`src/rtl/vga_draw_arbiter.sv`:
```
// Round-robin arbiter that hands the VGA pixel port to one of NREQ drawing engines at a time.
// Each grant runs START -> WAIT_DONE -> RELEASE and is bounded by a TIMEOUT-cycle watchdog.
module vga_draw_arbiter #(
    parameter int NREQ    = 4,
    parameter int TIMEOUT = 131072
) (
    input  logic              CLOCK_50,
    input  logic              reset,
    input  logic [NREQ-1:0]   req,
    input  logic [NREQ*9-1:0] eng_x,
    input  logic [NREQ*8-1:0] eng_y,
    input  logic [NREQ*3-1:0] eng_colour,
    input  logic [NREQ-1:0]   eng_plot,
    input  logic [NREQ-1:0]   eng_done,
    output logic [NREQ-1:0]   eng_start,
    output logic [NREQ-1:0]   grant,
    output logic [NREQ-1:0]   ack,
    output logic [8:0]        vga_x,
    output logic [7:0]        vga_y,
    output logic [2:0]        vga_colour,
    output logic              vga_plot,
    output logic              busy,
    output logic              timeout_err
);

    localparam int IW = (NREQ > 1) ? $clog2(NREQ) : 1;
    localparam int CW = (TIMEOUT > 1) ? $clog2(TIMEOUT) : 1;

    typedef enum logic [1:0] {
        S_IDLE,
        S_START,
        S_WAIT_DONE,
        S_RELEASE
    } state_t;

    state_t          r_state;
    state_t          w_state_nxt;
    logic [IW-1:0]   r_owner;
    logic [IW-1:0]   w_owner_nxt;
    logic [IW-1:0]   r_rr_ptr;
    logic [IW-1:0]   w_rr_ptr_nxt;
    logic [CW-1:0]   r_tcnt;
    logic [CW-1:0]   w_tcnt_nxt;
    logic            r_terr;
    logic            w_terr_nxt;
    logic            r_by_done;
    logic            w_by_done_nxt;

    logic [IW-1:0]   w_hi;
    logic            w_hi_vld;
    logic [IW-1:0]   w_lo;
    logic            w_lo_vld;
    logic [IW-1:0]   w_pick;
    logic            w_pick_vld;

    logic [NREQ-1:0] w_owner_oh;
    logic [8:0]      w_sel_x;
    logic [7:0]      w_sel_y;
    logic [2:0]      w_sel_colour;
    logic            w_sel_plot;
    logic            w_sel_done;
    logic            w_in_wait;
    logic            w_granted;

    // Round robin: first requester at or above the pointer, else the lowest requester (wrap).
    always_comb begin
        w_hi     = '0;
        w_hi_vld = 1'b0;
        w_lo     = '0;
        w_lo_vld = 1'b0;
        for (int unsigned i = 0; i < NREQ; i++) begin
            if (!w_hi_vld && req[i] && (IW'(i) >= r_rr_ptr)) begin
                w_hi     = IW'(i);
                w_hi_vld = 1'b1;
            end
            if (!w_lo_vld && req[i]) begin
                w_lo     = IW'(i);
                w_lo_vld = 1'b1;
            end
        end
        w_pick     = w_hi_vld ? w_hi : w_lo;
        w_pick_vld = w_lo_vld;
    end

    always_comb begin
        w_owner_oh   = '0;
        w_sel_x      = '0;
        w_sel_y      = '0;
        w_sel_colour = '0;
        w_sel_plot   = 1'b0;
        w_sel_done   = 1'b0;
        for (int unsigned i = 0; i < NREQ; i++) begin
            if (r_owner == IW'(i)) begin
                w_owner_oh[i] = 1'b1;
                w_sel_x       = eng_x[i*9 +: 9];
                w_sel_y       = eng_y[i*8 +: 8];
                w_sel_colour  = eng_colour[i*3 +: 3];
                w_sel_plot    = eng_plot[i];
                w_sel_done    = eng_done[i];
            end
        end
    end

    always_ff @(posedge CLOCK_50 or posedge reset) begin
        if (reset) begin
            r_state   <= S_IDLE;
            r_owner   <= '0;
            r_rr_ptr  <= '0;
            r_tcnt    <= '0;
            r_terr    <= 1'b0;
            r_by_done <= 1'b0;
        end else begin
            r_state   <= w_state_nxt;
            r_owner   <= w_owner_nxt;
            r_rr_ptr  <= w_rr_ptr_nxt;
            r_tcnt    <= w_tcnt_nxt;
            r_terr    <= w_terr_nxt;
            r_by_done <= w_by_done_nxt;
        end
    end

    always_comb begin
        w_state_nxt   = r_state;
        w_owner_nxt   = r_owner;
        w_rr_ptr_nxt  = r_rr_ptr;
        w_tcnt_nxt    = r_tcnt;
        w_terr_nxt    = r_terr;
        w_by_done_nxt = r_by_done;
        case (r_state)
            S_IDLE: begin
                if (w_pick_vld) begin
                    w_owner_nxt = w_pick;
                    w_state_nxt = S_START;
                end
            end
            S_START: begin
                w_tcnt_nxt  = '0;
                w_state_nxt = S_WAIT_DONE;
            end
            S_WAIT_DONE: begin
                // Counter holds the number of WAIT_DONE cycles already spent; done beats timeout.
                if (w_sel_done) begin
                    w_by_done_nxt = 1'b1;
                    w_state_nxt   = S_RELEASE;
                end else if (r_tcnt == CW'(TIMEOUT - 1)) begin
                    w_by_done_nxt = 1'b0;
                    w_terr_nxt    = 1'b1;
                    w_state_nxt   = S_RELEASE;
                end else begin
                    w_tcnt_nxt = r_tcnt + CW'(1);
                end
            end
            S_RELEASE: begin
                w_rr_ptr_nxt  = (r_owner == IW'(NREQ - 1)) ? '0 : r_owner + IW'(1);
                w_by_done_nxt = 1'b0;
                w_state_nxt   = S_IDLE;
            end
            default: begin
                w_state_nxt = S_IDLE;
            end
        endcase
    end

    always_comb begin
        w_in_wait   = (r_state == S_WAIT_DONE);
        w_granted   = (r_state == S_START) || w_in_wait;
        busy        = (r_state != S_IDLE);
        grant       = w_granted ? w_owner_oh : '0;
        eng_start   = w_granted ? w_owner_oh : '0;
        ack         = ((r_state == S_RELEASE) && r_by_done) ? w_owner_oh : '0;
        vga_x       = w_in_wait ? w_sel_x : '0;
        vga_y       = w_in_wait ? w_sel_y : '0;
        vga_colour  = w_in_wait ? w_sel_colour : '0;
        vga_plot    = w_in_wait && w_sel_plot && (w_sel_x < 9'd320) && (w_sel_y < 8'd240);
        timeout_err = r_terr;
    end

endmodule

```
`config.mk`:
```
export PLATFORM = sky130hd
export DESIGN_NAME = vga_draw_arbiter
export DESIGN_NICKNAME = d
export VERILOG_FILES = /design/src/rtl/vga_draw_arbiter.sv
export SDC_FILE = /design/constraint.sdc
export NUM_CORES = 1
export LEC_CHECK = 0
export CAP_MARGIN = 20
export CELL_PAD_IN_SITES_DETAIL_PLACEMENT = 0
export CELL_PAD_IN_SITES_GLOBAL_PLACEMENT = 1
export CORE_MARGIN = 3
export CORE_UTILIZATION = 28
export DETAILED_ROUTE_END_ITERATION = 12
export GPL_ROUTABILITY_DRIVEN = 0
export PLACE_DENSITY_LB_ADDON = 0.05
export REMOVE_ABC_BUFFERS = 1
export SYNTH_ARGS = -nofsm -noshare
export SYNTH_HDL_FRONTEND = slang
export SYNTH_SLANG_ARGS = --single-unit
```
`constraint.sdc`:
```
create_clock -name CLOCK_50 -period 2.5 [get_ports CLOCK_50]
set_clock_uncertainty 0.05 [all_clocks]
set_input_delay 0.5 -clock CLOCK_50 [delete_from_list [all_inputs] [get_ports CLOCK_50]]
set_output_delay 0.5 -clock CLOCK_50 [all_outputs]
set_load 0.1 [all_outputs]
```
==> impl_metrics.env, run 1 <==
export IMPL_status="finished, violations left"
export IMPL_violations="negative setup slack"
export IMPL_start_util_pct=28.9
export IMPL_port_buffers=128
export IMPL_num_antenna_cells=0
export IMPL_fin_hold_ws_ns=0.445
export IMPL_reg2reg_from="r_tcnt[0]"
export IMPL_hp_start="timeout_err"
export IMPL_worstMarginPinSlew_ns=0.573
export IMPL_rsz0062_at_grt="true"
export IMPL_max_stage_delay_ns=0.45
export IMPL_clkTransAtPathRegs_ns=0.09
export IMPL_seqCellArea_um2=627
export IMPL_ios=129
export IMPL_post_drt_wl_per_cell_um=18.4
export IMPL_synth_cell_types=60
export IMPL_p_leak_nw=1.91
export IMPL_syn_instance_count=308
export IMPL_die_h_um=101
export IMPL_ys_warn_count=0
export IMPL_multiInputGateArea_um2=1940
export IMPL_cp_start_kind="register"
export IMPL_synth_area_um2=2530
export IMPL_setup_viol=7
export IMPL_finalInstanceArea_um2=4770
export IMPL_cts_root_buf="clkbuf_8"
export IMPL_synth_seq_area_share_pct=24.7
export IMPL_final_cell_mix="clkdlybuf4s50_1, nand2_1, buf_12, buf_4, dfrtp_1"
export IMPL_synth_main_ff_cell="dfrtp_1"
export IMPL_final_core_util_pct=54.4
export IMPL_reg2regPathDepth=8
export IMPL_critPathKind="register to primary output"
export IMPL_drcViolationCount=0
export IMPL_reg2reg_slack_ns=0.19
export IMPL_period_needed_ns=2.67
export IMPL_met2_length_um=4930
export IMPL_grt_max_degree=30
export IMPL_ir_worst_vdd_v=0.000719
export IMPL_fillCellCount=800
export IMPL_dpl_cell_area_um2=4400
export IMPL_end_kind="primary output"
export IMPL_core_area_um2=8760
export IMPL_ant_nets=0
export IMPL_antenna_found_initial=0
export IMPL_relSlewSlack_pct=61.4
export IMPL_routed_wl_met3_um=917
export IMPL_syn2layout_area_growth_pct=88.3
export IMPL_drv_cap=0
export IMPL_top_layer="met4"
export IMPL_crit_fanout=5
export IMPL_worstHoldEndpoint="timeout_err"
export IMPL_rows=34
export IMPL_cts_inserted_buffers=3
export IMPL_grt_pass1_vias=2955
export IMPL_worst_slack_ns=-0.170
export IMPL_layout_drive_gt1_share_pct=29.6
export IMPL_max_freq_mhz=375
export IMPL_crit_slowest_cell="dfrtp_2"
export IMPL_slew_violations=0
export IMPL_vias=2951
export IMPL_dp_hpwl_um=7800
export IMPL_cp_startpoint="r_owner[0]"
export IMPL_worstPathRequired_ns=1.95
export IMPL_arrival_ns=2.12
export IMPL_final_hold_viol_count=0
export IMPL_final_common_cell="clkdlybuf4s50_1"
export IMPL_clkSinkCount=25
export IMPL_drt_iter0_drc=69
export IMPL_htreeDepth=1
export IMPL_gr_total_overflow=0
export IMPL_wl_met1_um=4320
export IMPL_synth_edf_count=0
export IMPL_detailedRoute_firstPassIterationCount=4
export IMPL_hold_depth=1
export IMPL_timing_rr_end="r_tcnt[0]"
export IMPL_cts_tree="built"
export IMPL_hp_class="register to register"
export IMPL_final_period_utilization_pct=107
export IMPL_cts_buffer_depth=2
export IMPL_wirelength_um=10300
export IMPL_grt_pass1_wl_um=15900
export IMPL_synth_seq_cells=25
export IMPL_dieArea_um2=10200
export IMPL_powerDensity_nw_per_um2=1350
export IMPL_async_flop_share_pct=100
export IMPL_insertion_delay_ns=0.27
export IMPL_die_w_um=101
export IMPL_path_cells="ha_2 > or2_4 > a221oi_2 > o22a_1 > o2111a_1 > buf_12"
export IMPL_syn_avg_cell_area_um2=8.23
export IMPL_grt_total_usage_pct=19.5
export IMPL_fin_nets=555
export IMPL_vias_per_cell=5.29
==> cell families after synthesis <==
group	share of synthesized area, %
mux	3.70
flops	24.7
fa+ha+maj	4.94
simple gates	28.1
buf+inv	7.51
compound gates	31.0
==> metal layers <==
layer	up-vias	GRT usage, %
li1	1439	-
met1	1404	25.3
met2	100	33.1
met3	8	4.36
met4	0	4.19
met5	-	0
==> state kept, by name (all words and copies together), names as in the netlist <==
name / cells
r_state: 2
r_tcnt: 17
r_rr_ptr: 2
r_owner: 2
r_by_done: 1
timeout_err: 1
==> critical path, delay by kind of cell (launching register included) <==
kind / cells / cell delay, ns
buf+inv: 1 / 0.18
flops: 1 / 0.45
simple gates: 1 / 0.30
fa+ha+maj: 1 / 0.23
compound gates: 3 / 0.68
==> layout make-up <==
type	instances	area share (%)
timing repair buffer	164	41.2
multi-input combinational	242	40.7
sequential	25	13.1
tap	108	2.83
inverter	15	1.18
clock buffer	3	0.865
clock inverter	1	0.105
==> Yosys cell counts (3+ instances only) <==
cell type,number,share of area [%]
nand2_1,38,5.6
dfrtp_1,25,25
nand2b_1,23,5.7
nand3_1,19,3.8
a221o_1,15,5.9
inv_1,14,2.1
a21boi_0,10,3.0
ha_1,10,4.9
nor2_1,9,1.3
buf_2,8,1.6
nor2b_1,8,2.0
and3_1,7,1.7
clkbuf_1,7,1.0
o31ai_1,7,2.1
and2_1,6,1.5
mux2i_1,6,2.4
a21boi_1,5,1.5
a221oi_1,5,1.7
buf_1,5,0.74
buf_4,5,1.5
nand4_1,5,1.2
o21ai_0,5,0.99
a21oi_1,4,0.79
a31oi_1,4,0.99
o22ai_1,4,0.99
a2111oi_2,3,1.8
a211oi_1,3,0.89
a31o_2,3,1.0
and4_1,3,1.0
nor3b_1,3,0.89
o221ai_1,3,1.0
==> through the flow <==
stage	std cells	setup WS, ns	total power, W	TNS (ns)
5_1_grt	558	-0.261	0.00680	-2.06
4_1_cts	555	-0.134	0.00632	-0.672
6_report	558	-0.170	0.00646	-0.371
2_1_floorplan	282	-2.19	0.00372	-41.63
3_3_place_gp	547	0.0409	0.00573	0
3_5_place_dp	547	0.000449	0.00573	0
==> timing repair <==
| action | in CTS | in global routing |
|---|---|---|
| hold buffers | 0 | 0 |
| setup buffers | 4 | 3 |
| hold endpoints to repair | 0 | 0 |
| endpoints found under the setup margin | 19 | 37 |
| gates resized for setup | 45 | 28 |
| pin swaps | 12 | 14 |
==> power breakdown <==
group          internal, W  switching [W]  leakage (nW)  total (W)
Sequential        0.000481      0.0000834         0.334   0.000565
Combinational      0.00229        0.00337          1.55    0.00566
Clock             0.000112       0.000129        0.0255   0.000240
Total              0.00289        0.00358          1.91    0.00646
==> worst max path at each step <==
stage	endpoint	slack (ns)
detailed placement	vga_plot	0.0004
global route	vga_plot	-0.26
global placement	r_tcnt[0]	0.04
CTS	vga_plot	-0.13
floorplan	vga_colour[2]	-2.19
finish	vga_plot	-0.17
(Power assumes the default switching activity.)
==> inputs of run 2 (changes only) <==
--- a/config.mk
+++ b/config.mk
@@ -14,6 +14,7 @@
 export GPL_ROUTABILITY_DRIVEN = 0
 export PLACE_DENSITY_LB_ADDON = 0.05
 export REMOVE_ABC_BUFFERS = 1
+export SLEW_MARGIN = 20
 export SYNTH_ARGS = -nofsm -noshare
 export SYNTH_HDL_FRONTEND = slang
 export SYNTH_SLANG_ARGS = --single-unit
==> results of run 2 <==
No change in the layout: final DEF, timing and power equal those of run 1.
